`config.mk`:
```
export PLATFORM = sky130hd
export DESIGN_NAME = register_dump_unit
export DESIGN_NICKNAME = d
export VERILOG_FILES = /design/src/rtl/register_dump_unit.sv
export SDC_FILE = /design/constraint.sdc
export NUM_CORES = 1
export LEC_CHECK = 0
export BUFFER_PORTS_ARGS = -buffer_cell sky130_fd_sc_hd__buf_2
export CAP_MARGIN = 15
export CELL_PAD_IN_SITES_DETAIL_PLACEMENT = 1
export CELL_PAD_IN_SITES_GLOBAL_PLACEMENT = 2
export CORE_UTILIZATION = 29
export CTS_BUF_LIST = sky130_fd_sc_hd__clkbuf_8
export DETAILED_ROUTE_END_ITERATION = 8
export PLACE_DENSITY = 0.84
export SYNTH_ARGS = -nofsm -noshare
export SYNTH_HDL_FRONTEND = slang
export SYNTH_SLANG_ARGS = --single-unit
```
`constraint.sdc`:
```
create_clock -name i_clk -period 2.15 [get_ports i_clk]
set_clock_uncertainty 0.2 [all_clocks]
set_input_delay 0.1075 -clock i_clk [delete_from_list [all_inputs] [get_ports i_clk]]
set_output_delay 0.1075 -clock i_clk [all_outputs]
set_load 0.02 [all_outputs]
```
`src/rtl/register_dump_unit.sv`:
```
// register_dump_unit: halts the core and streams every register out MSB-first as bytes over a valid/ready link
module register_dump_unit #(
    parameter int NUM_REGS   = 32,
    parameter int ADDR_WIDTH = 5
) (
    input  logic                  i_clk,
    input  logic                  i_reset,
    input  logic                  i_start,
    output logic                  o_halt,
    output logic [ADDR_WIDTH-1:0] o_reg_read,
    input  logic [31:0]           i_reg_content,
    output logic [7:0]            o_tx_data,
    output logic                  o_tx_valid,
    input  logic                  i_tx_ready,
    output logic                  o_busy,
    output logic                  o_done
);
    typedef enum logic [1:0] {IDLE, SELECT, SEND, DONE} state_t;
    state_t                r_state, w_next;
    logic [ADDR_WIDTH-1:0] r_index, w_index;
    logic [31:0]           r_shift, w_shift;
    logic [1:0]            r_count, w_count;
    logic                  w_last;
    assign w_last = r_index == ADDR_WIDTH'(NUM_REGS - 1);
    always_comb begin
        w_next  = r_state;
        w_index = r_index;
        w_shift = r_shift;
        w_count = r_count;
        case (r_state)
            IDLE: if (i_start) begin
                w_next  = SELECT;
                w_index = '0;
            end
            SELECT: begin
                w_shift = i_reg_content;
                w_count = '0;
                w_next  = SEND;
            end
            SEND: if (i_tx_ready) begin
                w_shift = {r_shift[23:0], 8'h00};
                w_count = r_count + 2'd1;
                if (r_count == 2'd3) begin
                    w_next  = w_last ? DONE : SELECT;
                    w_index = w_last ? r_index : r_index + 1'b1;
                end
            end
            DONE: begin
                w_next  = IDLE;
                w_index = '0;
            end
            default: w_next = IDLE;
        endcase
    end
    always_ff @(posedge i_clk) begin
        if (i_reset) begin
            r_state <= IDLE;
            r_index <= '0;
            r_shift <= '0;
            r_count <= '0;
        end else begin
            r_state <= w_next;
            r_index <= w_index;
            r_shift <= w_shift;
            r_count <= w_count;
        end
    end
    assign o_halt     = r_state != IDLE;
    assign o_busy     = r_state != IDLE;
    assign o_reg_read = r_index;
    assign o_tx_valid = r_state == SEND;
    // the shift register is zero outside a latched word, so the data bus idles at 0
    assign o_tx_data  = r_shift[31:24];
    assign o_done     = r_state == DONE;
endmodule

```
==> impl_metrics.yaml <==
grt:
  grt_pass1_wl_mm: 9.69
  grt_max_degree: 33
  grt_pass1_vias: 2049
  track_usage: 0.163
  antenna_found_initial: 0
  grt-ovfl-total: 0
drt:
  via_per_inst: 4.82
  totalWireLength_mm: 5.79
  dr.pass1.iters: 4
  dr_total_vias: 2023
  wl_per_cell_um: 13.8
  antenna_left: 0
  drtIter0Drc: 85
  drc_errors: 0
sta:
  tns_ns: 0
  setup_slack_ns: 0.119
  rsz0062_at_grt: "no"
  max_slew_margin: 0.655
  hold_violations: 0
  fin_crit_ns: 2.03
  setup_viol: 0
  finalCritPeriodShare: 0.944
  worstMarginPinSlew_ns: 0.514
  max_freq_mhz: 492
  drv_slew: 0
worst_setup_path:
  rr_worst_depth: 6
  required_ns: 2.14
  r2r-start: "o_reg_read[0]"
  critPathKind: "flip-flop to flip-flop"
  crit_start: "o_reg_read[0]"
  cp-start-kind: "flip-flop"
  arrival_ns: 2.02
  r2r_slack_ns: 0.12
  path_max_fanout: 5
  end_kind: "flip-flop"
worst_hold_path:
  whs_path_depth: 4
  holdCritPathClass: "input pin to flip-flop"
  hold_start: "i_tx_ready"
floorplan:
  start_util: 0.308
  core_area_um2: 6940
  dieWidth_um: 87.8
  die_area_um2: 7710
  die_y_um: 87.8
  ios: 53
  row_count: 30
yosys:
  ys_types: 35
  ys_ff_latch: 41
  synth_top_family_by_area: "simple AND/OR/NAND/NOR gates"
  yosys_warnings: 0
  syn-num-nets: 286
  synth_compound_area_frac: 0.208
  post-synth-top-count-cell: "nand2_1"
  synthTopCellsByArea: "dfxtp_1 (38%), a311oi_2 (13%), nand2_1 (8.4%)"
  postSynthCellCount: 247
  synth_edf_count: 0
  syn_area_um2: 2140
  synthAdderAreaFrac: 0.0176
  synth-simple-area-share: 0.286
  async_flop_share: 0
  yosys.area.top_type: "dfxtp_1"
  synth.top_cell.area_share: 0.384
  netlist_top_cells_count: "nand2_1 (48), dfxtp_1 (41), nor3_1 (33), a311oi_2 (18), nor2_1 (18)"
  synthFlopType: "dfxtp_1"
  synthMuxAreaShare: 0
  seq_area_frac_synth: 0.384
  synth_xor_area_frac: 0
  syn_avg_cell_area_um2: 8.65
clocking:
  post_cts_resized: 0
  htreeDepth: 2
  cts_setup_buffers: 0
  clock_latency_ns: 0.30
  clock_tree.root_cell: "clkbuf_8"
  clockBufferDepth: 2
  cts_tree: "built"
  clock_sinks: 41
  clkTransAtPathRegs_ns: 0.08
  cts_buffers: 5
cells_and_area:
  drive_gt1_frac: 0.302
  seq_area_um2: 821
  multiInputGateArea_um2: 1090
  areaGrowthSynthToFinish_pct: 33.9
  fin_nets: 362
  antennaDiodeCount: 0
  finish.utilization: 0.412
  fillerInstances: 844
pwr:
  p_leak_nw: 1.18
  ir_worst_vdd_mv: 0.285
  p_per_area_nw_per_um2: 642
placement:
  io_buffers: 52
  place_ws_ns: 0.135
  hpwlAfterDp_mm: 4.00
  place_congestion: 0.757
outcome:
  status: "complete, no violations"
run:
  max_cap_viol_count: 0
-- per-stage QoR --
step | area (um^2) | hold WS [ns] | total power [W] | std cells
2_1_floorplan | 2140 | 0.0757 | 0.00116 | 247
3_3_place_gp | 2420 | 0.172 | 0.00124 | 378
3_5_place_dp | 2420 | 0.183 | 0.00125 | 378
4_1_cts | 2860 | 0.0438 | 0.00186 | 420
5_1_grt | 2860 | 0.0770 | 0.00194 | 420
6_report | 2860 | 0.0467 | 0.00184 | 420
-- worst max-delay path, stage by stage, from the launching register on --
cell and delay, ns:
dfxtp_1 0.35, ha_1 0.23, and3_1 0.19, ha_1 0.18, nand3b_1 0.18, a22o_4 0.25
a311o_1 0.34
-- kinds of logic (layout without fill, tap and decap cells) --
group           Yosys count  after routing
compound gates           40             40
fa+ha+maj                 3              3
buf+inv                  35            112
flops                    41             41
simple gates            128            128
-- layout make-up --
cell class	instances	share of cell area
Tap cell	96	0.0420
Sequential cell	41	0.287
Multi-Input combinational cell	171	0.383
Inverter	4	0.00612
Timing Repair Buffer	100	0.247
Clock buffer	7	0.0337
Clock inverter	1	0.00175
-- registers in the layout (all words and copies together) (netlist names) --
name and cells:
r_shift 32, r_count 2, o_reg_read 5, r_state 2
-- per-layer routing --
layer | vias to the layer above | track usage | wire, um
met4 | 0 | 0.0671 | 87
met2 | 35 | 0.271 | 2790
li1 | 1029 | - | -
met5 | - | 0 | 0
met3 | 5 | 0.0226 | 137
met1 | 954 | 0.213 | 2770
-- final timing paths --
| check | to |
|---|---|
| min reg2reg | r_shift[31] |
| min | r_count[0] |
| max | o_reg_read[3] |
| max reg2reg | o_reg_read[3] |
-- report_power, final --
group | total [W] | internal (W) | switching [W]
combinational | 0.000421 | 0.000197 | 0.000224
clock | 0.000559 | 0.000290 | 0.000269
sequential | 0.000856 | 0.000820 | 0.0000352
total | 0.00184 | 0.00131 | 0.000528
-- placed cells by master (no fill, tap or decap), types with 2 or more instances in the layout --
master          n
dlygate4sd3_1  34
a21o_1          2
nor2_1         18
and3b_1         2
dfxtp_1        41
and3_1          3
a21oi_1         6
a311oi_2       18
nand2b_1        6
a31o_1          3
buf_2          52
buf_4          14
nand3_1         4
nand3b_1        2
clkbuf_8        7
a311oi_1        6
nor3_1         33
inv_1           3
ha_1            3
nor4_1          4
nand2_1        48
-- timing repair --
item	in CTS	in global routing
setup endpoints to repair	0	0
hold endpoints to repair	34	0
hold buffers	34	0
Power figures use the tool's default switching activity.
